$ cat src/rtl/can_frame_tx_pkg.sv
// can_frame_tx_pkg: shared constants and state encoding for the CAN frame transmitter
package can_frame_tx_pkg;
  localparam int ID_BITS = 11;
  localparam int DLC_BITS = 4;
  localparam int CRC_BITS = 15;
  localparam logic [CRC_BITS-1:0] CRC15_POLY = 15'h4599;
  typedef enum logic [3:0] {
    ST_IDLE, ST_SOF, ST_ARB, ST_CTRL, ST_DATA, ST_CRC,
    ST_CRC_DEL, ST_ACK_SLOT, ST_ACK_DEL, ST_EOF, ST_IFS
  } tx_state_e;
endpackage

$ cat src/rtl/can_crc15.sv
// can_crc15: serial CRC-15 accumulator, MSB first, one bit per enabled sp edge
module can_crc15
  import can_frame_tx_pkg::*;
(
  input  logic                sp,
  input  logic                reset,
  input  logic                clear,
  input  logic                en,
  input  logic                bit_in,
  output logic [CRC_BITS-1:0] crc
);
  logic [CRC_BITS-1:0] crc_q;
  always_ff @(posedge sp) begin
    if (reset || clear) crc_q <= '0;
    else if (en) crc_q <= {crc_q[CRC_BITS-2:0], 1'b0} ^ ((bit_in ^ crc_q[CRC_BITS-1]) ? CRC15_POLY : '0);
  end
  assign crc = crc_q;
endmodule

$ cat src/rtl/can_frame_tx.sv
// can_frame_tx: serializes one standard CAN data/remote frame with CRC-15, bit stuffing,
// arbitration-loss and ACK monitoring; isStuff flags inserted bits for loop-back capture.
module can_frame_tx
  import can_frame_tx_pkg::*;
#(
  parameter int EOF_BITS  = 7,
  parameter int IFS_BITS  = 3,
  parameter int STUFF_RUN = 5
) (
  input  logic        sp,
  input  logic        reset,
  input  logic        start,
  input  logic [10:0] id,
  input  logic        rtr,
  input  logic [3:0]  dlc,
  input  logic [63:0] data,
  input  logic        CAN_RX,
  output logic        CAN_TX,
  output logic        busy,
  output logic        isStuff,
  output logic        done,
  output logic        arb_lost,
  output logic        ack_err
);
  tx_state_e state_q, nxt_st;
  logic [5:0] cnt_q, nxt_cnt, data_last;
  logic [3:0] run_q, bytes;
  logic [10:0] id_q;
  logic rtr_q;
  logic [3:0] dlc_q;
  logic [63:0] data_q;
  logic tx_q, stuff_q, busy_q, done_q, arb_q, ack_q;
  logic nxt_bit, do_stuff, lost, crc_en;
  logic [CRC_BITS-1:0] crc;
  // state_q/cnt_q name the last frame bit driven; a stuff bit leaves them untouched
  always_comb begin
    bytes = dlc_q > 4'd8 ? 4'd8 : dlc_q;
    data_last = {3'(bytes - 4'd1), 3'b111};
    nxt_st = state_q;
    nxt_cnt = cnt_q + 6'd1;
    case (state_q)
      ST_SOF:      begin nxt_st = ST_ARB; nxt_cnt = '0; end
      ST_ARB:      if (cnt_q == 6'(ID_BITS)) begin nxt_st = ST_CTRL; nxt_cnt = '0; end
      ST_CTRL:     if (cnt_q == 6'(DLC_BITS + 1)) begin nxt_st = (rtr_q || bytes == 4'd0) ? ST_CRC : ST_DATA; nxt_cnt = '0; end
      ST_DATA:     if (cnt_q == data_last) begin nxt_st = ST_CRC; nxt_cnt = '0; end
      ST_CRC:      if (cnt_q == 6'(CRC_BITS - 1)) begin nxt_st = ST_CRC_DEL; nxt_cnt = '0; end
      ST_CRC_DEL:  begin nxt_st = ST_ACK_SLOT; nxt_cnt = '0; end
      ST_ACK_SLOT: begin nxt_st = ST_ACK_DEL; nxt_cnt = '0; end
      ST_ACK_DEL:  begin nxt_st = ST_EOF; nxt_cnt = '0; end
      ST_EOF:      if (cnt_q == 6'(EOF_BITS - 1)) begin nxt_st = ST_IFS; nxt_cnt = '0; end
      ST_IFS:      if (cnt_q == 6'(IFS_BITS - 1)) begin nxt_st = ST_IDLE; nxt_cnt = '0; end
      default:     begin nxt_st = ST_IDLE; nxt_cnt = '0; end
    endcase
    case (nxt_st)
      ST_ARB:  nxt_bit = nxt_cnt == 6'(ID_BITS) ? rtr_q : id_q[4'(ID_BITS - 1) - nxt_cnt[3:0]];
      ST_CTRL: nxt_bit = nxt_cnt > 6'd1 && dlc_q[2'(3'd5 - nxt_cnt[2:0])];
      ST_DATA: nxt_bit = data_q[~nxt_cnt];
      ST_CRC:  nxt_bit = crc[4'(CRC_BITS - 1) - nxt_cnt[3:0]];
      default: nxt_bit = 1'b1;
    endcase
    do_stuff = state_q inside {ST_SOF, ST_ARB, ST_CTRL, ST_DATA, ST_CRC} && run_q == 4'(STUFF_RUN);
    lost = state_q == ST_ARB && !stuff_q && tx_q && !CAN_RX;
    crc_en = !do_stuff && nxt_st inside {ST_ARB, ST_CTRL, ST_DATA};
  end
  can_crc15 u_crc (
    .sp(sp), .reset(reset), .clear(state_q == ST_IDLE), .en(crc_en), .bit_in(nxt_bit), .crc(crc)
  );
  always_ff @(posedge sp) if (state_q == ST_IDLE && start) begin
    id_q <= id;
    rtr_q <= rtr;
    dlc_q <= dlc;
    data_q <= data;
  end
  always_ff @(posedge sp) begin
    if (reset) begin
      state_q <= ST_IDLE;
      cnt_q <= '0;
      run_q <= '0;
      tx_q <= 1'b1;
      stuff_q <= 1'b0;
      busy_q <= 1'b0;
      done_q <= 1'b0;
      arb_q <= 1'b0;
      ack_q <= 1'b0;
    end else begin
      done_q <= 1'b0;
      arb_q <= 1'b0;
      ack_q <= 1'b0;
      if (state_q == ST_IDLE) begin
        if (start) begin
          state_q <= ST_SOF;
          cnt_q <= '0;
          run_q <= 4'd1;
          tx_q <= 1'b0;
          stuff_q <= 1'b0;
          busy_q <= 1'b1;
        end
      end else if (lost) begin
        state_q <= ST_IDLE;
        cnt_q <= '0;
        run_q <= '0;
        tx_q <= 1'b1;
        busy_q <= 1'b0;
        arb_q <= 1'b1;
      end else if (do_stuff) begin
        tx_q <= ~tx_q;
        stuff_q <= 1'b1;
        run_q <= 4'd1;
      end else begin
        state_q <= nxt_st;
        cnt_q <= nxt_cnt;
        tx_q <= nxt_bit;
        stuff_q <= 1'b0;
        run_q <= nxt_st inside {ST_ARB, ST_CTRL, ST_DATA, ST_CRC} ? (nxt_bit == tx_q ? run_q + 4'd1 : 4'd1) : '0;
        ack_q <= state_q == ST_ACK_SLOT && CAN_RX;
        done_q <= nxt_st == ST_IDLE;
        busy_q <= nxt_st != ST_IDLE;
      end
    end
  end
  assign CAN_TX = tx_q;
  assign isStuff = stuff_q;
  assign busy = busy_q;
  assign done = done_q;
  assign arb_lost = arb_q;
  assign ack_err = ack_q;
endmodule

$ cat config.mk
export PLATFORM = sky130hd
export DESIGN_NAME = can_frame_tx
export DESIGN_NICKNAME = d
export VERILOG_FILES = /design/src/rtl/can_frame_tx_pkg.sv /design/src/rtl/can_crc15.sv /design/src/rtl/can_frame_tx.sv
export SDC_FILE = /design/constraint.sdc
export NUM_CORES = 1
export LEC_CHECK = 0
export CORE_MARGIN = 4
export CORE_UTILIZATION = 51
export CTS_BUF_LIST = sky130_fd_sc_hd__clkbuf_4 sky130_fd_sc_hd__clkbuf_8
export DETAILED_ROUTE_END_ITERATION = 16
export PLACE_DENSITY = 0.89
export SLEW_MARGIN = 10
export SYNTH_ARGS = -nofsm -noshare
export SYNTH_HDL_FRONTEND = slang
export SYNTH_HIERARCHICAL = 1
export SYNTH_SLANG_ARGS = --single-unit
$ cat constraint.sdc
create_clock -name sp -period 4.2 [get_ports sp]
set_input_delay 0.84 -clock sp [delete_from_list [all_inputs] [get_ports sp]]
set_output_delay 0.84 -clock sp [all_outputs]
set_load 0.01 [all_outputs]
# --- Word level (Yosys, flattened, before mapping) ---
# Cells that the tools add are included.
# W data, S select, Z words.
totals:
  register_bits: 115
  latch_bits: 0
  ram_bits: 0
  romBits: 0
  input_bits: 84
  n_memories: 0
op_classes:
  n_addsub: 6
  mul: 0
  div: 0
  magnitude_cmp: 6
  n_eq_ne: 26
  n_shift: 0
  n_mux: 52
  bitwise: 4
  n_reduce_logical: 24
ops:
  columns: ["op", "n"]
  rows:
  - ["$mux W4", 16]
  - ["$mux W6", 10]
  - ["$pmux W4 S10", 1]
  - ["$pmux W6 S6", 1]
  - ["$eq A4 B3 Y1 const B", 7]
  - ["$eq A6 B4 Y1 const B", 3]
  - ["$mux W1", 18]
  - ["$eq A4 B2 Y1 const B", 4]
  - ["$mux W15", 1]
  - ["$xor A15 B15 Y15", 1]
  - ["$eq A4 B4 Y1 const B", 3]
  - ["$eq A6 B3 Y1 const B", 2]
  - ["$logic_not A4 Y1", 3]
  - ["$lt A4 B5 Y1 const B", 2]
  - ["$bmux W1 S4", 2]
  - ["$logic_and A1 B1 Y1", 8]
  - ["$reduce_bool A4 Y1", 2]
  - ["$sub A4 B4 Y4 const A", 2]
  - ["$lt A6 B7 Y1 const B", 1]
  - ["$add A6 B1 Y6 const B", 1]
  - ["$bmux W1 S6", 1]
  - ["$eq A6 B2 Y1 const B", 1]
  - ["$eq A6 B6 Y1", 1]
  - ["$gt A6 B1 Y1 const B", 1]
  - ["other kinds (22)", 26]

# --- Depth between registers and ports, before layout ---
logic_depth:
  word_depth: 17
  depth_mapped: 22

# --- Modules after synthesis ---
# The synthesis kept the hierarchy.
by_module_without_submodules:
  columns: ["module", "n_inst", "cells_per_inst", "area_each_um2", "seq_area_each_um2"]
  rows:
  - ["can_frame_tx", 1, 459, 5223.8, 2802.7]
  - ["can_crc15", 1, 67, 649.4, 300.3]

# --- Least setup slack after synthesis ---
# OpenSTA, ideal clock, no wires.
synth_path:
  path_type: "register to register"
  start: "reg cnt_q[0]"
  end: "reg u_crc.crc_q[10], in the netlist u_crc/crc[10]"
  t_arrival_ns: 4.406
  required_time_ns: 4.138
  setup_slack_ns: -0.268
  stages_incl_launch_ff: 23
  path_buffers: 5
  path_cell_list: "dfxtp_1 -> clkbuf_1 -> inv_1 -> ha_1 -> or4b_4 -> o2111ai_2 -> o211ai_1 -> a22o_1 -> buf_6 -> buf_2 -> ha_1 -> clkbuf_1 -> nand2b_1 -> a221oi_1 -> a311o_1 -> mux2i_1 -> o22ai_1 -> nor4_2 -> o21ai_2 -> xnor2_1 -> buf_2 -> or4_1 -> nand3_1"
synth_between:
  elab_chain_len: 11
  word_cells_on_any_way: 47
synth_rtl:
  columns: ["element", "line_no", "source"]
  rows:
  - ["from (decl)", "can_frame_tx.sv:26", "logic [5:0] cnt_q, nxt_cnt, data_last;"]
  - ["from (signal assigned)", "can_frame_tx.sv:111", "cnt_q <= nxt_cnt;"]
  - ["$add A6 B1 Y6, or another cell as far along", "can_frame_tx.sv:40", "nxt_cnt = cnt_q + 6'd1;"]
  - ["$mux W6, or another cell as far along", "can_frame_tx.sv:51", "ST_IFS: if (cnt_q == 6'(IFS_BITS - 1)) begin nxt_st = ST_IDLE; nxt_cnt = '0; end"]
  - ["$pmux W6 S6", "can_frame_tx.sv:41", "case (state_q)"]
  - ["$sub A4 B4 Y4 / $sub A1 B2 Y2 (equally long branches)", "can_frame_tx.sv:55, can_frame_tx.sv:56", null]
  - ["$bmux W1 S4 / $bmux W1 S2 (equally long branches)", "can_frame_tx.sv:55, can_frame_tx.sv:56", null]
  - ["$mux W1, on equally long branches", "can_frame_tx.sv:55, can_frame_tx.sv:56", null]
  - ["$mux W1 / $logic_and A1 B1 Y1 (equally long branches)", "can_frame_tx.sv:55, can_frame_tx.sv:56", null]
  - ["$pmux W1 S4 (*)", "can_frame_tx.sv:54", "case (nxt_st)"]
  - ["net nxt_bit", "can_frame_tx.sv:33", "logic nxt_bit, do_stuff, lost, crc_en;"]
  - ["$xor A1 B1 Y1 (*)", "can_crc15.sv:15", "else if (en) crc_q <= {crc_q[CRC_BITS-2:0], 1'b0} ^ ((bit_in ^ crc_q[CRC_BITS-1]) ? CRC15_POLY : '0);"]
  - ["$mux W15 (*)", "can_crc15.sv:15", null]
  - ["$xor A15 B15 Y15 (*)", "can_crc15.sv:15", null]
  - ["to (signal assigned)", "can_crc15.sv:15", null]
  - ["to (decl)", "can_crc15.sv:12", "logic [CRC_BITS-1:0] crc_q;"]
# Mark *: on every way through the listed nets, which the timed path passes. The rest lies on a longest branch. The select of a mux whose other input is x is not followed.
# A chain may end at the register's enable or synchronous reset.

# --- Worst setup path in the final report ---
layout_path:
  start: "reg cnt_q[0]"
  end: "reg u_crc.crc_q[3], in the netlist u_crc/crc[3]"
# The elaborated chain is that of the path after synthesis.

==> flow_metrics.tcl <==
set metrics [dict create \
    status "completed" \
    ios 90 \
    skew_ns 0.00949 \
    hold_violations 0 \
    dp_hpwl_mm 10.9 \
    start_util_pct 53.2 \
    wl_per_cell_um 19.2 \
    async_flop_share_pct 0 \
    yosysMostFrequentCell "edfxtp_1" \
    n_fill_cell 761 \
    die_x_um 115 \
    portBuffers 89 \
    path_max_fanout 11 \
    p_leak_nw 2.70 \
    grt-ovfl-total 0 \
    use_met3_pct 7.84 \
    switching_share_pct 23.2 \
    die_height_um 115 \
    fin_area_sq_mm 0.00759 \
    slew_headroom_pct 32.0 \
    synth_cell_types 74 \
    grt.met2_usage_pct 39.0 \
    num_vias 4936 \
    setup_violations 0 \
    ff_latch_area_sq_mm 0.00311 \
    crit_path_start_kind "flip-flop" \
    cts_inserted_buffers 17 \
    p_per_area_mw_per_mm2 377 \
    synth_commonest_cells "edfxtp_1, nor2_1, nand2_1, dfxtp_1, mux2i_1" \
    grtUsageTotal_pct 23.6 \
    grt_pass1_vias 4875 \
    fp-row-count 38 \
    power_frac_seq_pct 47.5 \
    drt_first_iter_violations 509 \
    hold_path_class "flip-flop to flip-flop" \
    worst_slew_pin_slew_ns 1.02 \
    seq_area_frac_synth_pct 52.8 \
    cp.arrival_ns 4.44 \
    clk_latency_ns 0.45 \
    synth.net_count 619 \
    syn_avg_cell_area_sq_um 11.2 \
    grt_pass1_wl_mm 23.9 \
    cts_tree "built" \
    worstPathRequired_ns 4.58 \
    max_cap_violations 0 \
    postRouteAntennaNets 0 \
    fin_tns_setup_ns 0 \
    power.switching_w 0.000664 \
    dr.pass1.iters 5 \
    htreeDepth 4 \
    final_nets 733 \
    grt_use_met1_pct 27.1 \
    dp_slack_ns -0.0693 \
    fin_crit_sh_pct 96.6 \
    synth_area_leaders "edfxtp_1, dfxtp_1, mux2i_1" \
    fmax_mhz 246 \
    gp_congestion 0.976 \
    viasPerCell 6.24 \
    end_kind "flip-flop" \
    syn_inst 526 \
    cellInternalPower_w 0.00220 \
    dieArea_sq_mm 0.0133 \
    period_minus_slack_ns 4.06 \
    ir_worst_vdd_mv 0.305 \
    route.detailed.drc 0 \
    synth_ff_type "edfxtp_1" \
    clk_pin_slew_ns 0.06 \
    syn_to_final_growth_pct 29.3 \
    placed_area_sq_mm 0.00705 \
    busiest_layer "met2" \
    yosys_warnings 6 \
    synth_edf_count 80 \
    clock_path_buffers 2 \
    antenna-diode-count 0 \
    multiInputGateArea_sq_mm 0.00267 \
    drive_above_1_share_pct 15.7 \
    cts-hold-fix-buffers 0 \
    coreArea_sq_mm 0.0110 \
    drt-total-wl_mm 15.2 \
    antenna_found_initial 0 \
    synth_seq_cells 115 \
    netlist.area_leader.share_pct 40.9 \
    p_clk_share_pct 39.7 \
    comb_power_share_pct 12.8 \
    cts-root-buf "clkbuf_8" \
    yosysTopAreaCell "edfxtp_1" \
    crit_type "flip-flop to flip-flop" \
    grt_max_degree 81 \
    cts.sinks 115 \
    syn_area_sq_mm 0.00587 \
    slew_violations 0 \
    fin_ws_ns 0.142 \
]
cell usage in the layout, fill, tap and decap left out, types with 17 or more instances in the layout:
master | netlist | layout
mux2i_1 | 27 | 27
dfxtp_1 | 35 | 31
a21oi_1 | 24 | 23
nor2_1 | 39 | 39
buf_4 | 0 | 34
nand2_1 | 36 | 36
clkbuf_8 | 0 | 17
edfxtp_1 | 80 | 80
o21ai_0 | 20 | 19
clkdlybuf4s50_1 | 0 | 89
per-layer routing:
layer,part of all wire (%),vias to the layer above
li1,-,2261
met1,38,2330
met2,50,280
met3,7.8,65
met4,3.6,0
met5,0,-
power groups by stage:
stage	combinational, W	sequential (W)	clock (W)
global placement	0.000335	0.00137	0
floorplan	0.000200	0.00137	0
finish	0.000368	0.00136	0.00114
CTS	0.000350	0.00136	0.00115
global route	0.000396	0.00137	0.00121
detailed placement	0.000345	0.00138	0
final timing paths:
| kind | from | to | slack (ns) | cells past startpoint |
|---|---|---|---|---|
| worst min-delay path | isStuff | isStuff | 0.49 | 2 |
| worst min register to register | isStuff | isStuff | 0.49 | 2 |
| worst max register to register | cnt_q[0] | u_crc/crc[3] | 0.14 | 15 |
| worst max-delay path | cnt_q[0] | u_crc/crc[3] | 0.14 | 15 |
registers in the layout, summed over array words and instances (netlist names):
signal     flops
data_q        64
arb_lost       1
CAN_TX         1
dlc_q          4
busy           1
u_crc/crc     15
rtr_q          1
run_q          4
done           1
cnt_q          6
isStuff        1
ack_err        1
state_q        4
id_q          11
worst max-delay path: stages, from the launching register on:
cell,delay (ns)
dfxtp_2,0.39
inv_2,0.08
ha_2,0.18
or4b_4,0.48
o2111ai_2,0.21
o211a_1,0.26
o22ai_2,0.15
buf_4,0.23
mux2_2,0.28
and3_1,0.18
a211o_1,0.24
o211ai_1,0.46
o21ai_4,0.16
xnor2_4,0.18
or4_1,0.43
nand3_1,0.09
per-stage QoR:
stage | hold slack, ns | util, % | cells | power [W]
3_5_place_dp | 0.479 | 64.0 | 759 | 0.00173
3_3_place_gp | 0.467 | 64.0 | 759 | 0.00171
2_1_floorplan | 0.462 | - | 526 | 0.00157
6_report | 0.486 | 68.9 | 791 | 0.00286
5_1_grt | 0.543 | 68.9 | 791 | 0.00297
4_1_cts | 0.487 | 68.0 | 789 | 0.00286
repair_timing:
| action | CTS | global route |
|---|---|---|
| resized for setup | 2 | 17 |
| setup buffers | 0 | 2 |
| pin swaps | 0 | 1 |
| endpoints found under the setup margin | 5 | 12 |
cells by family (layout without fill, tap and decap cells):
family / count (synthesis) / in the layout / share of synthesized area, %
AO/OA/AOI/OAI: 129 / 129 / 16.1
XOR/XNOR: 17 / 17 / 2.54
adder cells (fa/ha/maj): 9 / 9 / 1.92
buffers and inverters: 44 / 169 / 3.83
flip-flops: 115 / 115 / 52.8
multiplexers: 34 / 34 / 7.09
AND/OR/NAND/NOR: 178 / 178 / 15.7
layout make-up:
cell class / instances / share of cell area, %
Sequential cell: 115 / 40.9
Multi-Input combinational cell: 367 / 35.1
Timing Repair Buffer: 123 / 15.1
Clock buffer: 19 / 3.28
Clock inverter: 11 / 2.45
Tap cell: 140 / 2.31
Inverter: 16 / 0.824
Power figures use the tool's default switching activity.
